[config.mk]
export PLATFORM = sky130hd
export DESIGN_NAME = rp_8bit_timer_flat
export DESIGN_NICKNAME = d
export VERILOG_FILES = /design/src/rtl/rp_8bit_timer_if.sv /design/src/rtl/rp_8bit_timer.sv /design/src/flat_wrapper.sv
export SDC_FILE = /design/constraint.sdc
export NUM_CORES = 1
export LEC_CHECK = 0
export ABC_AREA = 1
export CORE_UTILIZATION = 55
export CTS_BUF_LIST = sky130_fd_sc_hd__clkbuf_4 sky130_fd_sc_hd__clkbuf_8 sky130_fd_sc_hd__clkbuf_16
export DETAILED_ROUTE_END_ITERATION = 16
export PLACE_DENSITY = 0.86
export SETUP_SLACK_MARGIN = 0.05
export SLEW_MARGIN = 20
export SYNTH_ARGS = -nofsm -noshare
export SYNTH_HDL_FRONTEND = slang
export SYNTH_SLANG_ARGS = --single-unit
[constraint.sdc]
create_clock -name clk -period 2.1 [get_ports clk]
set_clock_uncertainty 0.1 [all_clocks]
set_input_delay 0.63 -clock clk [delete_from_list [all_inputs] [get_ports clk]]
set_output_delay 0.63 -clock clk [all_outputs]
set_load 0.01 [all_outputs]
[src/rtl/rp_8bit_timer_if.sv]
// rp_8bit_timer_if: rp_8bit I/O bus and interrupt lines as seen by one peripheral.
//   io_wen   CPU -> periph  write strobe (single cycle, no handshake)
//   io_ren   CPU -> periph  read strobe; data appears on io_rdt next cycle
//   io_adr   CPU -> periph  6-bit I/O address
//   io_wdt   CPU -> periph  write data
//   io_msk   CPU -> periph  write bit mask, 1 = bit written
//   io_rdt   periph -> CPU  registered read data, 8'h00 when not selected
//   irq_req  periph -> CPU  level interrupt requests, [0] overflow, [1] compare
//   irq_ack  CPU -> periph  single-cycle acknowledge, same bit order
// Handshake: there is no valid/ready pair. A strobe is taken on every clk edge
// where it is high; a read returns data exactly one cycle later, and irq_req
// stays high until the peripheral sees an ack or a flag-clear write.
interface rp_8bit_timer_if;
  logic       io_wen;
  logic       io_ren;
  logic [5:0] io_adr;
  logic [7:0] io_wdt;
  logic [7:0] io_msk;
  logic [7:0] io_rdt;
  logic [1:0] irq_req;
  logic [1:0] irq_ack;

  modport master (
    output io_wen, io_ren, io_adr, io_wdt, io_msk, irq_ack,
    input  io_rdt, irq_req
  );

  modport slave (
    input  io_wen, io_ren, io_adr, io_wdt, io_msk, irq_ack,
    output io_rdt, irq_req
  );
endinterface

[src/rtl/rp_8bit_timer.sv]
// rp_8bit_timer: 8-bit timer/counter on the rp_8bit I/O bus.
//   clk   clock
//   rst   asynchronous, active-high reset
//   bus   rp_8bit_timer_if.slave (I/O decode, read data, irq req/ack)
// Register map from BASE: 0 TCR {CMIE,OVIE,CTC,CS[2:0]}, 1 TCNT, 2 OCR,
// 3 TIFR {CMF,OVF} (write-1-to-clear).
module rp_8bit_timer #(
  parameter logic [5:0] BASE = 6'h2C,
  parameter int         PSW  = 10
) (
  input  logic                 clk,
  input  logic                 rst,
  rp_8bit_timer_if.slave       bus
);

  logic [5:0]     tcr_q, tcr_d;
  logic [7:0]     tcnt_q, tcnt_d;
  logic [7:0]     ocr_q, ocr_d;
  logic           ovf_q, ovf_d;
  logic           cmf_q, cmf_d;
  logic [PSW-1:0] presc_q, presc_d;
  logic [7:0]     rdt_q, rdt_d;

  logic           hit;
  logic           wr_tcr, wr_tcnt, wr_ocr, wr_tifr;
  logic [7:0]     wmask;
  logic           running;
  logic [PSW-1:0] presc_top;
  logic           tick;
  logic           match;
  logic           set_ovf, set_cmf;
  logic [1:0]     clr;

  always_comb begin
    hit     = (bus.io_adr[5:2] == BASE[5:2]);
    wr_tcr  = bus.io_wen && hit && (bus.io_adr[1:0] == 2'd0);
    wr_tcnt = bus.io_wen && hit && (bus.io_adr[1:0] == 2'd1);
    wr_ocr  = bus.io_wen && hit && (bus.io_adr[1:0] == 2'd2);
    wr_tifr = bus.io_wen && hit && (bus.io_adr[1:0] == 2'd3);
    wmask   = bus.io_wdt & bus.io_msk;

    tcr_d = tcr_q;
    if (wr_tcr) tcr_d = wmask[5:0] | (tcr_q & ~bus.io_msk[5:0]);
    ocr_d = ocr_q;
    if (wr_ocr) ocr_d = wmask | (ocr_q & ~bus.io_msk);

    // Prescaler terminal count (div-1) for the current clock select.
    running   = 1'b1;
    presc_top = '0;
    case (tcr_q[2:0])
      3'd1:    presc_top = PSW'(0);
      3'd2:    presc_top = PSW'(7);
      3'd3:    presc_top = PSW'(63);
      3'd4:    presc_top = PSW'(255);
      3'd5:    presc_top = PSW'(1023);
      default: running   = 1'b0;
    endcase
    tick = running && (presc_q == presc_top);

    // A CS change restarts the divider so the first tick lands div cycles later.
    if ((tcr_d[2:0] != tcr_q[2:0]) || !running || tick) presc_d = '0;
    else                                                 presc_d = presc_q + 1'b1;

    // A TCNT write overrides the tick entirely, including flag evaluation.
    match   = (tcnt_q == ocr_q);
    set_ovf = 1'b0;
    set_cmf = 1'b0;
    tcnt_d  = tcnt_q;
    if (wr_tcnt) begin
      tcnt_d = wmask | (tcnt_q & ~bus.io_msk);
    end else if (tick) begin
      set_cmf = match;
      if (match && tcr_q[3]) begin
        tcnt_d = 8'h00;
      end else begin
        tcnt_d  = tcnt_q + 8'h01;
        set_ovf = (tcnt_q == 8'hFF);
      end
    end

    // Set beats clear when both happen in one cycle.
    clr = bus.irq_ack | (wr_tifr ? wmask[1:0] : 2'b00);
    ovf_d = set_ovf | (ovf_q & ~clr[0]);
    cmf_d = set_cmf | (cmf_q & ~clr[1]);

    // Read data comes from pre-write state; zero when not selected.
    rdt_d = 8'h00;
    if (bus.io_ren && hit) begin
      case (bus.io_adr[1:0])
        2'd0:    rdt_d = {2'b00, tcr_q};
        2'd1:    rdt_d = tcnt_q;
        2'd2:    rdt_d = ocr_q;
        default: rdt_d = {6'b000000, cmf_q, ovf_q};
      endcase
    end
  end

  always_ff @(posedge clk or posedge rst) begin
    if (rst) begin
      tcr_q   <= '0;
      tcnt_q  <= '0;
      ocr_q   <= '0;
      ovf_q   <= 1'b0;
      cmf_q   <= 1'b0;
      presc_q <= '0;
      rdt_q   <= '0;
    end else begin
      tcr_q   <= tcr_d;
      tcnt_q  <= tcnt_d;
      ocr_q   <= ocr_d;
      ovf_q   <= ovf_d;
      cmf_q   <= cmf_d;
      presc_q <= presc_d;
      rdt_q   <= rdt_d;
    end
  end

  assign bus.io_rdt  = rdt_q;
  assign bus.irq_req = {cmf_q & tcr_q[5], ovf_q & tcr_q[4]};

endmodule

[src/flat_wrapper.sv]
// flat-port wrapper written by rule: the top's interface ports become plain ports
module rp_8bit_timer_flat 
#(
  parameter logic [5:0] BASE = 6'h2C,
  parameter int         PSW  = 10
)
  (clk, rst, bus_io_wen, bus_io_ren, bus_io_adr, bus_io_wdt, bus_io_msk, bus_irq_ack, bus_io_rdt, bus_irq_req);
  rp_8bit_timer_if bus_i ();
  input  logic clk;
  input  logic rst;
  input wire logic [$bits(bus_i.io_wen)-1:0] bus_io_wen;
  input wire logic [$bits(bus_i.io_ren)-1:0] bus_io_ren;
  input wire logic [$bits(bus_i.io_adr)-1:0] bus_io_adr;
  input wire logic [$bits(bus_i.io_wdt)-1:0] bus_io_wdt;
  input wire logic [$bits(bus_i.io_msk)-1:0] bus_io_msk;
  input wire logic [$bits(bus_i.irq_ack)-1:0] bus_irq_ack;
  output wire logic [$bits(bus_i.io_rdt)-1:0] bus_io_rdt;
  output wire logic [$bits(bus_i.irq_req)-1:0] bus_irq_req;
  assign bus_i.io_wen = bus_io_wen;
  assign bus_i.io_ren = bus_io_ren;
  assign bus_i.io_adr = bus_io_adr;
  assign bus_i.io_wdt = bus_io_wdt;
  assign bus_i.io_msk = bus_io_msk;
  assign bus_i.irq_ack = bus_irq_ack;
  assign bus_io_rdt = bus_i.io_rdt;
  assign bus_irq_req = bus_i.irq_req;
  rp_8bit_timer #(.BASE(BASE), .PSW(PSW)) u_core (.clk(clk), .rst(rst), .bus(bus_i));
endmodule
After elaboration in Yosys (flattened, before gate mapping):

Cells that the tools add are included.

* add/sub/neg operators: 2
* eq/ne operators: 13
* muxes and demuxes: 15
* bitwise operators: 18
* reductions and logical operators: 14

Operator list (count)
* 10-bit case mux with 4 select lines: 1
* 8-bit two-way mux: 4
* 8-bit AND: 3
* 8-bit case mux with 3 select lines: 1
* 8-bit bitwise OR: 2
* 10-bit by 1-bit adder with 10-bit output (second input constant): 1
* 10-bit equality test: 1
* 10-bit two-way mux: 1
* 8-bit by 1-bit adder with 8-bit output (second input constant): 1
* 8-bit equality test: 1
* 8-bit equality test (second input constant): 1
* 1-bit logical AND: 8
* 8-bit NOT: 1
* 6-bit AND: 1
* 3-bit by 2-bit equality test with 1-bit output (second input constant): 2
* 3-bit equality test (second input constant): 2
* 1-bit two-way mux: 6
* 6-bit NOT: 1
* 6-bit bitwise OR: 1
* 5-bit OR reduction: 1
* 1-bit AND: 4
* 2-bit equality test (second input constant): 2
* 4-bit equality test (second input constant): 1
* 3-bit by 1-bit equality test with 1-bit output (second input constant): 1
* other kinds (11): 14

* bits in registers: 42
* input bits: 28

Logic depth before layout (Yosys ltp):

* depth after elaboration: 8
* mapped depth: 12
* depth with buffers taken out: 12

Least setup slack after synthesis:

No wires, ideal clock.

* path type: input-to-reg
* start point: input port bus_io_adr[4]
* end point: register with a tool-made name
* library setup time: 0.117 ns
* arrival time: 1.546 ns
* required time: 1.883 ns
* slack: 0.337 ns
* cell stages on the path: 11
* path through: inv_1 > nand2_1 > nor2_2 > nand2_4 > nor2_8 > inv_6 > buf_8 > nor2_1 > nor2_1 > nand2_1 > nand2_1

RTL lines
* from (decl): RTL line flat_wrapper.sv:13 `input wire logic [$bits(bus_i.io_adr)-1:0] bus_io_adr;`

==> flow_summary.ini <==
[finish]
n_antenna_cell = 0
nets = 489
area_growth_pct = 28.9
drive_gt1_frac = 0.159
fin_cells = 526
stdcell_area_mm2 = 0.00356

[yosys]
synth.avg_cell_area_um2 = 7.06
synth.top_cell.area_share = 0.381
synth_warnings = 0
netlist_area_mm2 = 0.00276
ys_seq_elements = 42
synth-compound-area-share = 0.0621
netlist-cell-type-count = 34
synth_edf_count = 0
synthArstFlopShare = 1.00
synth_top_cell_by_area = dfrtp_1
synth_common_cells = nand2_1, inv_1, nor2_1
synth_top_family_by_area = simple AND/OR/NAND/NOR gates
ys_seq_area_frac = 0.381
ys.flop_type = dfrtp_1
synth.area.top_cells = dfrtp_1, nand2_1, inv_1, nor2_1, nand3_1
synth-simple-area-share = 0.385
synthMuxAreaShare = 0.0109
yosysMostFrequentCell = nand2_1
synth_nets = 422
synthAdderAreaFrac = 0.0136
syn_inst = 391
synthXorXnorAreaFrac = 0.0508

[timing]
layout_min_cycle_time_ns = 2.01
slew_violations = 0
fin_ws_ns = 0.0923
relSlewSlack = 0.759
setup_viol = 0
tightest_slew_ns = 0.360
hold_viol = 0
holdWs_ns = 0.381
clock.fmax_mhz = 498
rsz0062_at_grt = true
fin_crit_sh = 0.956

[critical_path]
worst_setup_path_start_kind = input pin
max_stage_delay_ns = 0.49
crit_required_ns = 2.23
endpoint_kind = flop
critical_path_arrival_ns = 2.14
cp_max_fo = 18
crit_type = input pin to flop
cp_slowest_cell = clkdlybuf4s50_1
path_cells = clkdlybuf4s50_1 > nand2_2 > nor2_4 > nand2_4 > nor2_8 > inv_6 > nor2_2 > inv_1 > nand2_1 > nand2_1 > nand2_1
cp.buffers_inverters = 3
path_delay_family = simple AND/OR/NAND/NOR gates
critPathMostFrequentCell = nand2_1

[outcome]
status = finished, final reports clean

[power_and_ir_drop]
ir_drop_uv = 582
power_density_mw_per_mm2 = 704
leakage_uw = 0.00189

[floorplan]
core_mm2 = 0.00479
dieArea_mm2 = 0.00531
start_util = 0.577
dieWidth_um = 72.8
rows = 25
ios = 38
die_height_um = 72.8

[clocking]
cts_tree = done
root_buffer = clkbuf_8
cts_max_level = 2
clock_latency_ns = 0.30
cts_buffer_depth = 2
cts.hold.buffers_added = 0
clock_sinks = 42
clkTransAtPathRegs_ns = 0.08
numCtsBuffers = 5

[route]
drcViolationCount = 0
wirelength_um = 6580
vias_per_cell = 5.09
first_pass_iters = 7
antenna_left = 0
drt_iter0_markers = 232
routedWlPerCell_um = 12.5
dr_total_vias = 2675

[grt]
grt_pass1_wl_um = 10900
overflow = 0
grt_pass1_vias = 2450
antenna_found_initial = 0
track_usage = 0.266
grt_start_max_net_pins = 43

[placement]
place_ws_ns = -0.197
placedCellCount = 512
io_buffers = 37
place_congestion = 0.890
place_hpwl_um = 4900
place_area_mm2 = 0.00335

[hold_path]
min_path_type = flop to flop

[run]
cap_violations = 0
[power by group]
| group | switching [µW] | internal (µW) |
|---|---|---|
| Clock | 273 | 350 |
| Combinational | 464 | 345 |
| Sequential | 150 | 921 |
| Total | 887 | 1620 |
[cells in the final DEF (no fill, tap or decap), drive strengths merged]
master         count
nand3             34
dlymetal6s2s       2
clkbuf             5
nand3b             1
nand2            136
a21oi              4
bufinv             1
clkdlybuf4s50     35
ha                 3
nor3               6
xnor2              9
o22ai              1
a221oi             2
nor2              52
o211ai             3
clkinv             2
o21ai             17
o31ai              1
buf               28
xor2               7
mux2               2
inv               58
o221ai             1
nand4              7
dfrtp             42
[worst register-to-register path, stage by stage (launching register included)]
cell and delay, ns:
dfrtp_2 0.43, inv_2 0.12, ha_1 0.28, nand2_1 0.08
nor2_1 0.04, nand2_1 0.05, nand2_1 0.06, nand2_2 0.09
nor2_4 0.07, nor2_2 0.25, nor2_1 0.07, nand2_1 0.07
nand2_1 0.07
[logic make-up (layout without fill, tap and decap cells)]
family / Yosys count / count (layout)
adder cells (fa/ha/maj): 3 / 3
XOR/XNOR: 16 / 16
buffers and inverters: 63 / 131
flip-flops: 42 / 42
AO/OA/AOI/OAI: 29 / 29
multiplexers: 2 / 2
AND/OR/NAND/NOR: 236 / 236
[final cells by class]
class | instances | area [µm²]
fill | 362 | 1230
timing repair buffer | 65 | 598
clock inverter | 3 | 40.0
tap | 67 | 83.8
sequential | 42 | 1050
inverter | 58 | 223
clock buffer | 5 | 68.8
multi-input combinational | 286 | 1490
[final timing paths]
| kind | start | endpoint | slack (ns) | cells past startpoint |
|---|---|---|---|---|
| max | bus_io_adr[2] | flop | 0.09 | 11 |
| min | u_core.presc_q[0] | u_core.presc_q[0] | 0.38 | 1 |
| max reg2reg | u_core.tcr_q[1] | flop | 0.21 | 12 |
| min reg2reg | u_core.presc_q[0] | u_core.presc_q[0] | 0.38 | 1 |
| max in group asynchronous | rst | asynchronous set/reset pin | 1.10 | 3 |
| min in group asynchronous | rst | u_core.tcr_q[2] | 0.59 | 3 |
[layer usage]
layer  wire length, µm  global-route usage
met1              3020               0.374
met2              3070               0.426
met3               384              0.0401
met4               108              0.0784
met5                 0                   0
[metrics by stage]
step                power (µW)  utilization  setup TNS (ns)
floorplan                 1610            -               0
global placement          1820        0.700           -4.19
detailed placement        1850        0.700           -5.05
CTS                       2480        0.725               0
global route              2680        0.743        -0.00107
finish                    2500        0.743               0
[timing repair]
item / in CTS / in global routing
setup buffers: 2 / 4
endpoints found under the setup margin: 2 / 22
pin swaps: 0 / 3
resized for setup: 0 / 15
(Power assumes the default switching activity.)
